==> config.mk <==
export PLATFORM = sky130hd
export DESIGN_NAME = uart_rx
export DESIGN_NICKNAME = d
export VERILOG_FILES = /design/src/rtl/uart_rx.sv
export SDC_FILE = /design/constraint.sdc
export NUM_CORES = 1
export LEC_CHECK = 0
export CORE_MARGIN = 3
export CORE_UTILIZATION = 51
export CTS_CLUSTER_DIAMETER = 120
export DETAILED_ROUTE_END_ITERATION = 16
export GPL_TIMING_DRIVEN = 0
export PLACE_DENSITY = 0.7
export SYNTH_ARGS = -nofsm -noshare
export SYNTH_HDL_FRONTEND = slang
export SYNTH_SLANG_ARGS = --single-unit
export TNS_END_PERCENT = 50
==> constraint.sdc <==
create_clock -name clk -period 1.85 [get_ports clk]
set_input_delay 0.185 -clock clk [delete_from_list [all_inputs] [get_ports clk]]
set_output_delay 0.185 -clock clk [all_outputs]
set_load 0.02 [all_outputs]
==> src/rtl/uart_rx.sv <==
// 8N1 UART receiver: two-flop synchronizer, mid-bit sampling, byte + ready flag.
// Optional stop-bit error flag frm_err is built when UART_RX_FRAME_ERR_EN is defined.
module uart_rx #(
    parameter int BAUD_DIV = 2605,
    parameter int HALF_DIV = BAUD_DIV / 2
) (
    input  logic       clk,
    input  logic       rst_n,
    input  logic       RX,
    input  logic       clr_rdy,
    output logic [7:0] rx_data,
    output logic       rdy
`ifdef UART_RX_FRAME_ERR_EN
    ,
    output logic       frm_err
`endif
);

    typedef enum logic {IDLE, RECEIVE} state_t;

    state_t      state, state_nxt;
    logic        rx_meta, rx_sync;
    logic [11:0] baud_cnt;
    logic [3:0]  bit_cnt;
    logic [8:0]  shft;
    logic        start, shift, false_start, done;

    // RX is asynchronous; both stages reset to the idle level.
    always_ff @(posedge clk or negedge rst_n) begin
        if (!rst_n) begin
            rx_meta <= 1'b1;
            rx_sync <= 1'b1;
        end else begin
            rx_meta <= RX;
            rx_sync <= rx_meta;
        end
    end

    always_ff @(posedge clk or negedge rst_n) begin
        if (!rst_n) state <= IDLE;
        else        state <= state_nxt;
    end

    always_comb begin
        state_nxt = state;
        case (state)
            IDLE:    if (!rx_sync) state_nxt = RECEIVE;
            RECEIVE: if (false_start || done) state_nxt = IDLE;
            default: state_nxt = IDLE;
        endcase
    end

    always_comb begin
        start       = (state == IDLE) && !rx_sync;
        shift       = (state == RECEIVE) && (baud_cnt == 12'd0);
        false_start = shift && (bit_cnt == 4'd0) && rx_sync;
        done        = shift && (bit_cnt == 4'd9);
    end

    always_ff @(posedge clk or negedge rst_n) begin
        if (!rst_n) begin
            baud_cnt <= 12'd0;
            bit_cnt  <= 4'd0;
            shft     <= 9'h000;
        end else if (start) begin
            baud_cnt <= 12'(HALF_DIV);
            bit_cnt  <= 4'd0;
        end else if (shift) begin
            baud_cnt <= 12'(BAUD_DIV - 1);
            // A start bit that reads high at mid-bit was noise; leave the last byte intact.
            if (!false_start) begin
                shft    <= {rx_sync, shft[8:1]};
                bit_cnt <= bit_cnt + 4'd1;
            end
        end else if (state == RECEIVE) begin
            baud_cnt <= baud_cnt - 12'd1;
        end
    end

    // Setting on the stop sample wins over a coincident clear.
    always_ff @(posedge clk or negedge rst_n) begin
        if (!rst_n)                 rdy <= 1'b0;
        else if (done)              rdy <= 1'b1;
        else if (start || clr_rdy)  rdy <= 1'b0;
    end

`ifdef UART_RX_FRAME_ERR_EN
    always_ff @(posedge clk or negedge rst_n) begin
        if (!rst_n)                 frm_err <= 1'b0;
        else if (done)              frm_err <= !rx_sync;
        else if (start || clr_rdy)  frm_err <= 1'b0;
    end
`endif

    assign rx_data = shft[7:0];

endmodule

==> results of run 1 <==
## layout make-up
type | count | area [µm²] | share of cell area (%)
well taps | 31 | 38.8 | 2.06
clock buffers | 7 | 55.1 | 2.93
repair buffers | 21 | 185 | 9.85
flip-flops and latches | 29 | 729 | 38.8
plain buffers | 11 | 76.3 | 4.06
multi-input cells | 90 | 738 | 39.3
clock inverters | 1 | 30.0 | 1.60
inverters | 7 | 26.3 | 1.40
## registers in the layout (all words and copies together) (netlist names)
register / cells
bit_cnt: 4
rdy: 1
rx_meta: 1
shft: 9
rx_sync: 1
state: 1
baud_cnt: 12
## report_power, final
group / internal (mW) / switching [mW]
combinational: 0.00934 / 0.0146
clock: 0.323 / 0.221
sequential: 0.637 / 0.00253
total: 0.969 / 0.239
## cells in the final DEF, fill, tap and decap left out, types with 3 or more instances in the layout
cell type | Yosys | layout
o21ai_0 | 7 | 7
dfrtp_1 | 27 | 26
buf_4 | 9 | 17
a31oi_1 | 3 | 3
clkbuf_4 | 0 | 5
clkdlybuf4s50_1 | 0 | 11
a21oi_1 | 7 | 7
ha_1 | 5 | 5
inv_1 | 7 | 5
mux2_4 | 8 | 8
nand3_1 | 4 | 4
nand4_1 | 3 | 3
nor3_1 | 7 | 6
nor2_1 | 6 | 6
nand2_1 | 10 | 10
## cell families after synthesis
family / after synthesis
DFF: 29
muxes: 11
AOI/OAI and AO/OA: 26
and+or+nand+nor: 45
adders and majority gates: 5
buffers and inverters: 19
xor gates and xnor gates: 3
## final timing paths
kind	startpoint	to	slack [ns]	cells past startpoint
worst min-delay path	RX	rx_meta	0.26	1
worst max register to register	baud_cnt[2]	shft[1]	-0.004	4
max in group asynchronous	rst_n	baud_cnt[8]	0.98	2
worst max-delay path	baud_cnt[2]	shft[1]	-0.004	4
min in group asynchronous	rst_n	bit_cnt[2]	0.41	2
worst min register to register	rx_meta	rx_sync	0.36	0
## synthesized netlist by cell type, types with 2 or more instances
cell type   n
dfrtp_1    27
nand2_1    10
buf_4       9
mux2_4      8
a21oi_1     7
inv_1       7
nor3_1      7
o21ai_0     7
nor2_1      6
ha_1        5
nand3_1     4
a31oi_1     3
nand4_1     3
a211oi_1    2
clkbuf_1    2
dfstp_2     2
mux2_2      2
xnor2_1     2
## through the flow
| step | hold WS [ns] | area (µm²) | std cells | setup WS (ns) |
|---|---|---|---|---|
| 6_report | 0.257 | 1880 | 197 | -0.00407 |
| 5_1_grt | 0.256 | 1880 | 197 | -0.0554 |
| 4_1_cts | 0.255 | 1860 | 196 | 0.00676 |
| 3_5_place_dp | 0.352 | 1700 | 181 | -0.322 |
| 3_3_place_gp | 0.346 | 1700 | 181 | -0.202 |
| 2_1_floorplan | -0.111 | 1540 | 138 | -0.00183 |
## metal layers
metal | wire length [µm] | part of all wire [%] | global-route usage, % | vias to the layer above
li1 | - | - | - | 541
met1 | 1410 | 43 | 25.6 | 571
met2 | 1720 | 53 | 33.3 | 25
met3 | 93 | 2.9 | 4.47 | 5
met4 | 35 | 1.1 | 8.36 | 0
met5 | 0 | 0 | 0 | -
## worst max-delay path, stage by stage (launching register included)
cell and delay [ns]:
dfrtp_1 0.49, nor3b_4 0.30, nand4_4 0.14, or3_4 0.46, mux2_4 0.33
## repair_timing
action	in CTS	in global routing
buffers inserted	8	0
gates resized for setup	5	4
hold buffers	0	1
hold endpoints to repair	0	27
cloned	0	0
pin swaps	1	0
setup endpoints to repair	18	13
==> results.py, run 1 <==
metrics = {
    "timing": {
        "worst_pin_slew_ns": 0.646,
        "tns_ns": -0.00407,
        "finalSetupViolations": 1,
        "rsz0062_at_grt": "yes",
        "final.setup.worst_slack_ns": -0.00407,
        "clock_skew_ns": 0.00969,
        "slew_headroom_pct": 56.9,
        "slew_viol_final": 0,
        "finalCritPeriodShare_pct": 100,
        "fmax_mhz": 539,
        "period_minus_slack_ns": 1.85,
        "finalHoldViolCount": 0,
    },
    "grt": {
        "grt_overflow": 0,
        "grt_pass1_vias": 1119,
        "grt_max_degree": 30,
        "antenna_found_initial": 0,
        "track_usage_pct": 20.2,
        "grt_pass1_wl_um": 5270,
    },
    "die": {
        "die_h_um": 60.8,
        "ios": 13,
        "core.rowCount": 19,
        "die-area_mm2": 0.00369,
        "die_w_um": 60.8,
        "start_util_pct": 54.5,
        "coreArea_mm2": 0.00281,
    },
    "flow_run": {
        "max-cap-violations": 0,
    },
    "clock_tree": {
        "htreeDepth": 2,
        "cts.sinks": 29,
        "cts_buffer_depth": 2,
        "cts_tree": "done",
        "clk_latency_ns": 0.33,
        "cts_inserted_buffers": 5,
        "clockRootBuffer": "clkbuf_4",
        "cts.clk_slew.worst_paths_ns": 0.10,
    },
    "critical_path": {
        "worstPathRequired_ns": 2.06,
        "cp.arrival_ns": 2.06,
        "critPathMaxFanout": 11,
        "worstSetupPathType": "flip-flop to flip-flop",
        "start_kind": "flip-flop",
        "end_kind": "flip-flop",
    },
    "power_and_ir_drop": {
        "max-vdd-ir-drop_v": 0.000492,
        "cellLeakagePower_nw": 0.868,
        "power_density_mw_per_mm2": 643,
        "report.power.total_mw": 1.21,
    },
    "synthesis": {
        "yosys_most_used_dff": "dfrtp_1",
        "synth_xor_area_share_pct": 1.72,
        "synth-edff-count": 0,
        "synth_area_leaders": "dfrtp_1 44%, mux2_4 7.8%, buf_4 4.4%, ha_1 4.1%, dfstp_2 3.4%",
        "syn_avg_cell_area_um2": 11.1,
        "yosys.area_share.simple_pct": 18.9,
        "synthArstFlopShare_pct": 100,
        "synth_compound_area_share_pct": 10.4,
        "synthesis.area_mm2": 0.00153,
        "synthMuxAreaShare_pct": 9.98,
        "yosysSeqAreaShare_pct": 47.6,
        "synth_fa_ha_area_share_pct": 4.09,
        "synth_top_family_by_area": "simple AND/OR/NAND/NOR gates",
        "synth_top_area_cell": "dfrtp_1",
        "ys_seq_elements": 29,
        "syn_inst": 138,
        "yosysWarnings": 0,
        "synth_top_area_share_pct": 44.2,
        "syn_nets": 147,
        "synth.distinct_cells": 43,
    },
    "final_layout": {
        "num_antenna_cells": 0,
        "utilization_pct": 67.0,
        "drive_gt1_share_pct": 30.7,
        "fin_nets": 174,
        "fillers": 229,
        "area_growth_pct": 22.8,
    },
    "routing": {
        "dr_total_vias": 1142,
        "antenna_left": 0,
        "wl_per_cell_um": 16.5,
        "first_iter_violations": 44,
        "route.detailed.drc": 0,
        "drt_pass1_iterations": 4,
        "routed_wl_um": 3260,
        "drt-vias-per-instance": 5.80,
    },
    "placed_design": {
        "gp_routability_congestion": 0.812,
        "port_buffers": 12,
        "dpl.hpwl_um": 2180,
    },
    "outcome": {
        "outcome": "finished with violations",
        "violations": "negative setup slack",
    },
    "min_path": {
        "hold_class": "input pin to flip-flop",
    },
}
(Power assumes the default switching activity.)
==> run 2, diff against run 1 <==
--- a/config.mk
+++ b/config.mk
@@ -11,6 +11,7 @@
 export DETAILED_ROUTE_END_ITERATION = 16
 export GPL_TIMING_DRIVEN = 0
 export PLACE_DENSITY = 0.7
+export SETUP_SLACK_MARGIN = 0.4
 export SYNTH_ARGS = -nofsm -noshare
 export SYNTH_HDL_FRONTEND = slang
 export SYNTH_SLANG_ARGS = --single-unit
==> run 2 against run 1 <==
The flow still finishes with violations (negative setup slack). Routed wire length grew 1.1%. Critical path type unchanged. Die area is the same. Global-route usage grew 0.78 points. Critical path depth grew 3. Via count grew 6.2%. Clock power shrank 31%.
==> results.py, run 2 (same netlist as run 1, synthesis figures left out) <==
metrics = {
    "min_path": {
        "hold_class": "input pin to flip-flop",
    },
    "final_layout": {
        "largest_register_ffs": 12,
        "fin_nets": 180,
        "top_regs": "baud_cnt (12), shft (9), bit_cnt (4)",
        "area_growth_pct": 24.9,
        "final_cell_mix": "29 x buf_4, 26 x dfrtp_1, 10 x nand2_1",
        "drive_gt1_share_pct": 41.3,
        "layout_commonest_cell": "buf_4",
        "num_antenna_cells": 0,
        "largest_register": "baud_cnt",
        "utilization_pct": 68.2,
    },
    "timing": {
        "slew_headroom_pct": 55.9,
        "rsz0062_at_grt": "yes",
        "clock_skew_ns": 0.0118,
        "slew_viol_final": 0,
        "period_minus_slack_ns": 1.88,
        "finalHoldViolCount": 0,
        "finalSetupViolations": 8,
        "worst_pin_slew_ns": 0.657,
        "fin_hold_ws_ns": 0.256,
        "fmax_mhz": 532,
        "tns_ns": -0.149,
        "finalCritPeriodShare_pct": 102,
        "final.setup.worst_slack_ns": -0.0292,
    },
    "routing": {
        "antenna_left": 0,
        "wl_per_cell_um": 16.2,
        "route.detailed.drc": 0,
        "drt_pass1_iterations": 4,
        "first_iter_violations": 41,
        "dr_total_vias": 1213,
        "routed_wl_um": 3290,
        "drt-vias-per-instance": 5.98,
    },
    "critical_path": {
        "end_kind": "flip-flop",
        "start_kind": "flip-flop",
        "worstPathRequired_ns": 2.07,
        "critPathMaxFanout": 9,
        "cp.arrival_ns": 2.10,
        "worstSetupPathType": "flip-flop to flip-flop",
    },
    "grt": {
        "antenna_found_initial": 0,
        "grt_pass1_wl_um": 5570,
        "grt_pass1_vias": 1209,
        "grt_max_degree": 30,
        "grt_overflow": 0,
        "track_usage_pct": 21.0,
    },
    "clock_tree": {
        "htreeDepth": 2,
        "cts_inserted_buffers": 5,
        "clockRootBuffer": "clkbuf_4",
        "cts.clk_slew.worst_paths_ns": 0.09,
        "cts_tree": "done",
        "cts.sinks": 29,
        "cts_buffer_depth": 2,
        "clk_latency_ns": 0.34,
    },
    "power_and_ir_drop": {
        "power_density_mw_per_mm2": 542,
        "max-vdd-ir-drop_v": 0.000427,
        "report.power.total_mw": 1.04,
        "cellLeakagePower_nw": 0.921,
    },
    "outcome": {
        "outcome": "finished with violations",
        "violations": "negative setup slack",
    },
    "flow_run": {
        "max-cap-violations": 0,
    },
    "placed_design": {
        "port_buffers": 12,
        "gp_routability_congestion": 0.841,
        "dpl.hpwl_um": 1980,
        "post-place-ws_ns": -0.187,
    },
    "die": {
        "start_util_pct": 54.5,
        "die-area_mm2": 0.00369,
        "core.rowCount": 19,
        "coreArea_mm2": 0.00281,
        "die_h_um": 60.8,
        "die_w_um": 60.8,
        "ios": 13,
    },
}
==> run 2: changes by cell type in the layout (fill, tap and decap cells not counted), moves of 2 or more <==
cell | before | now
a21oi_2 | 0 | 2
nor3_2 | 0 | 4
nor3_1 | 6 | 3
buf_4 | 17 | 29
clkinv_2 | 0 | 2
clkdlybuf4s50_1 | 11 | 2
a21oi_1 | 7 | 5
buf_8 | 0 | 2
==> run 2: final timing paths <==
check	slack [ns]	depth (start not counted)	endpoint	from
max in group asynchronous	1.01	2	baud_cnt[2]	rst_n
worst max-delay path	-0.03	7	shft[2]	baud_cnt[0]
min in group asynchronous	0.39	2	shft[3]	rst_n
worst max register to register	-0.03	7	shft[2]	baud_cnt[0]
worst min register to register	0.36	0	rx_sync	rx_meta
worst min-delay path	0.26	1	rx_meta	RX
==> run 2: stage by stage <==
step / instance area, µm² / instances
after floorplan: 1550 / 138
after global placement: 1710 / 181
after detailed placement: 1710 / 181
after CTS: 1860 / 199
after global routing: 1910 / 203
final: 1910 / 203
==> run 2: area by class of cell <==
type	instances	area, µm²
fillers	227	893
multi-input cells	90	759
flip-flops and latches	29	729
repair buffers	26	205
plain buffers	12	101
clock buffers	6	41.3
well taps	31	38.8
inverters	7	26.3
clock inverters	2	10.0
==> run 2: per-layer routing <==
layer  part of all wire, %  vias to the layer above  global-route usage [%]
met4                   2.4                        0                    9.91
met2                    49                       46                    33.7
met3                   7.2                       11                    8.30
li1                      -                      556                       -
met5                     0                        -                       0
met1                    41                      600                    24.5
==> run 2: power by group <==
| part | internal, mW | switching [mW] | leakage (nW) | total [mW] |
|---|---|---|---|---|
| Combinational | 0.00882 | 0.0145 | 0.526 | 0.0233 |
| Sequential | 0.637 | 0.00286 | 0.363 | 0.640 |
| Clock | 0.144 | 0.229 | 0.0320 | 0.374 |
| Total | 0.791 | 0.246 | 0.921 | 1.04 |
==> run 2: timing repair <==
action	4_1_cts	5_1_grt
pin swaps	6	4
gates resized for setup	19	7
hold endpoints to repair	0	27
hold buffers	0	1
setup buffers	10	3
setup endpoints to repair	34	26
==> run 2: worst max-delay path, stage by stage, from the launching register on <==
cell,delay (ns)
dfrtp_1,0.43
inv_2,0.11
ha_1,0.15
nor2b_4,0.17
nand4_4,0.09
or3_4,0.36
buf_8,0.16
mux2_4,0.29
==> run 3, diff against run 2 <==
--- a/config.mk
+++ b/config.mk
@@ -5,7 +5,7 @@
 export SDC_FILE = /design/constraint.sdc
 export NUM_CORES = 1
 export LEC_CHECK = 0
-export CORE_MARGIN = 3
+export ABC_AREA = 1
 export CORE_UTILIZATION = 51
 export CTS_CLUSTER_DIAMETER = 120
 export DETAILED_ROUTE_END_ITERATION = 16
==> run 3 against run 2 <==
Clock power up 8.0%. Design area up 0.72%. Global-route usage up 2.1 points. First-iteration DRC count up 76%. Largest cell class unchanged. Flip-flop and latch count unchanged. The run now ends clean. Largest power group unchanged. Non-clock buffer count down 7. Fmax up 26%. Register-to-register slack better by 0.42 ns. Sequential power about the same. Combinational power up 7%. Die area down 9.2%.
==> results.py, run 3 <==
metrics = {
    "die": {
        "die_w_um": 57.9,
        "start_util_pct": 55.9,
        "die_h_um": 57.9,
        "ios": 13,
        "die-area_mm2": 0.00335,
        "coreArea_mm2": 0.00285,
        "core.rowCount": 19,
    },
    "timing": {
        "clock_skew_ns": 0.0147,
        "rsz0062_at_grt": "yes",
        "fin_hold_ws_ns": 0.269,
        "period_minus_slack_ns": 1.49,
        "tns_ns": 0,
        "fmax_mhz": 671,
        "finalSetupViolations": 0,
        "slew_viol_final": 0,
        "finalCritPeriodShare_pct": 80.5,
        "slew_headroom_pct": 57.9,
        "worst_pin_slew_ns": 0.631,
        "finalHoldViolCount": 0,
    },
    "synthesis": {
        "synth-edff-count": 0,
        "synth_top_area_cell": "dfrtp_1",
        "synth.distinct_cells": 27,
        "yosysMostFrequentCell": "nand2_1",
        "yosys_most_used_dff": "dfrtp_1",
        "syn_nets": 206,
        "syn_avg_cell_area_um2": 8.09,
        "synth_top_area_share_pct": 42.4,
        "synthesis.area_mm2": 0.00159,
        "yosysWarnings": 0,
        "yosysSeqAreaShare_pct": 45.7,
        "synth_commonest_cells": "72 x nand2_1, 27 x dfrtp_1, 21 x nor2_1, 13 x inv_1, 10 x nand3_1",
        "synth_area_leaders": "dfrtp_1 42%, nand2_1 17%, nor2_1 4.9%, buf_4 4.2%, ha_1 3.9%",
        "syn_inst": 197,
        "ys_seq_elements": 29,
        "synthArstFlopShare_pct": 100,
    },
    "routing": {
        "first_iter_violations": 72,
        "routed_wl_um": 3300,
        "antenna_left": 0,
        "wl_per_cell_um": 12.8,
        "route.detailed.drc": 0,
        "drt_pass1_iterations": 4,
        "dr_total_vias": 1300,
        "drt-vias-per-instance": 5.06,
    },
    "flow_run": {
        "max-cap-violations": 0,
    },
    "power_and_ir_drop": {
        "cellLeakagePower_nw": 0.977,
        "internal-power_mw": 0.833,
        "power_density_mw_per_mm2": 555,
        "max-vdd-ir-drop_v": 0.000452,
        "switching_share_pct": 22.0,
        "seqPwrFrac_pct": 59.9,
        "pwr-share-clk_pct": 37.8,
        "net-switching-power_mw": 0.235,
        "report.power.total_mw": 1.07,
        "combPwrFrac_pct": 2.3,
    },
    "outcome": {
        "outcome": "finished, final reports clean",
    },
    "critical_path": {
        "cp_num_cells": 1,
        "rr_worst_depth": 8,
        "worstPathCellList": "clkdlybuf4s50_1",
        "worstSetupPathType": "flip-flop to output port",
        "worstPathRequired_ns": 1.66,
        "critPathMaxFanout": 2,
        "r2r-start": "baud_cnt[4]",
        "crit_path_top_delay_cell": "clkdlybuf4s50_1",
        "start_kind": "flip-flop",
        "cp_num_buf_inv": 1,
        "cp_slowest_stage_delay_ns": 0.61,
        "crit_family": "buffers and inverters",
        "end_kind": "output port",
        "crit_path_start": "rdy",
        "cp.arrival_ns": 1.30,
    },
    "clock_tree": {
        "cts.clk_slew.worst_paths_ns": 0.09,
        "cts_tree": "done",
        "cts_inserted_buffers": 5,
        "clockRootBuffer": "clkbuf_4",
        "clk_latency_ns": 0.34,
        "cts_buffer_depth": 2,
        "htreeDepth": 2,
        "cts.sinks": 29,
    },
    "placed_design": {
        "port_buffers": 12,
        "gp_routability_congestion": 0.895,
        "dpl.hpwl_um": 2280,
    },
    "final_layout": {
        "area_growth_pct": 20.8,
        "layout_commonest_cell": "nand2_1",
        "largest_register": "baud_cnt",
        "fin_nets": 234,
        "top_regs": "baud_cnt (12), shft (9), bit_cnt (4)",
        "largest_register_ffs": 12,
        "drive_gt1_share_pct": 25.2,
        "final_cell_mix": "64 x nand2_1, 26 x dfrtp_1, 19 x nor2_1",
        "num_antenna_cells": 0,
        "fillers": 249,
    },
    "grt": {
        "track_usage_pct": 23.0,
        "antenna_found_initial": 0,
        "grt_max_degree": 30,
        "grt_pass1_wl_um": 5580,
        "grt_overflow": 0,
        "grt_pass1_vias": 1229,
    },
    "min_path": {
        "hold_class": "input pin to flip-flop",
        "hp-start": "RX",
        "hold_depth": 1,
    },
}
==> run 3: cell count changes in the layout (fill, tap and decap cells not counted), moves of 7 or more <==
cell / delta
buf_4: -13
dlygate4sd2_1: +7
mux2_4: -8
nand2_1: +54
nand2_2: +11
nor2_1: +13
==> run 3: metal layers <==
| metal | global-route usage (%) | wire, µm | up-vias |
|---|---|---|---|
| met1 | 31.0 | 1490 | 602 |
| met3 | 6.92 | 151 | 6 |
| met5 | 0 | 0 | - |
| met2 | 34.6 | 1600 | 25 |
| li1 | - | - | 667 |
| met4 | 9.86 | 63 | 0 |
==> run 3: worst paths after layout <==
check / slack [ns] / end
max in group asynchronous: 1.02 / baud_cnt[4]
min: 0.27 / rx_meta
min in group asynchronous: 0.39 / baud_cnt[6]
max: 0.36 / rdy
min reg2reg: 0.36 / rx_sync
max reg2reg: 0.39 / bit_cnt[2]
==> run 3: power by group through the flow <==
| stage | combinational (mW) | sequential, mW | clock [mW] |
|---|---|---|---|
| finish | 0.0249 | 0.639 | 0.404 |
| global route | 0.0290 | 0.640 | 0.442 |
| CTS | 0.0251 | 0.639 | 0.418 |
| detailed placement | 0.0232 | 0.652 | 0 |
| global placement | 0.0225 | 0.652 | 0 |
| floorplan | 0.00317 | 0.651 | 0 |
==> run 3: layout make-up <==
type	instances	area [µm²]	share of cell area [%]
multi-input cells	143	783	40.7
flip-flops and latches	29	729	37.9
repair buffers	21	179	9.29
plain buffers	10	78.8	4.09
clock buffers	8	58.8	3.05
inverters	15	57.6	2.99
well taps	31	38.8	2.01
==> run 3: what timing repair did <==
action,4_1_cts,5_1_grt
pin swaps,1,6
hold endpoints to repair,0,27
resized for setup,18,11
setup endpoints to repair,26,19
hold buffers,0,1
cloned,1,0
setup buffers,1,6
==> run 3: logic make-up after synthesis <==
group                    after synthesis  synth area share (%)
flip-flops                            29                  45.7
buffers and inverters                 25                  8.48
AND/OR/NAND/NOR                      124                  36.2
XOR/XNOR                               5                  2.75
AO/OA/AOI/OAI                          9                  2.98
adder cells (fa/ha/maj)                5                  3.92
==> run 3: through the flow <==
step	util [%]	std cells	setup slack, ns	area, µm²
after detailed placement	61.4	240	0.0907	1750
final	67.5	257	0.361	1930
after CTS	64.7	250	0.335	1850
after global placement	61.4	240	0.126	1750
after floorplan	-	197	0.440	1590
after global routing	67.5	257	0.284	1930
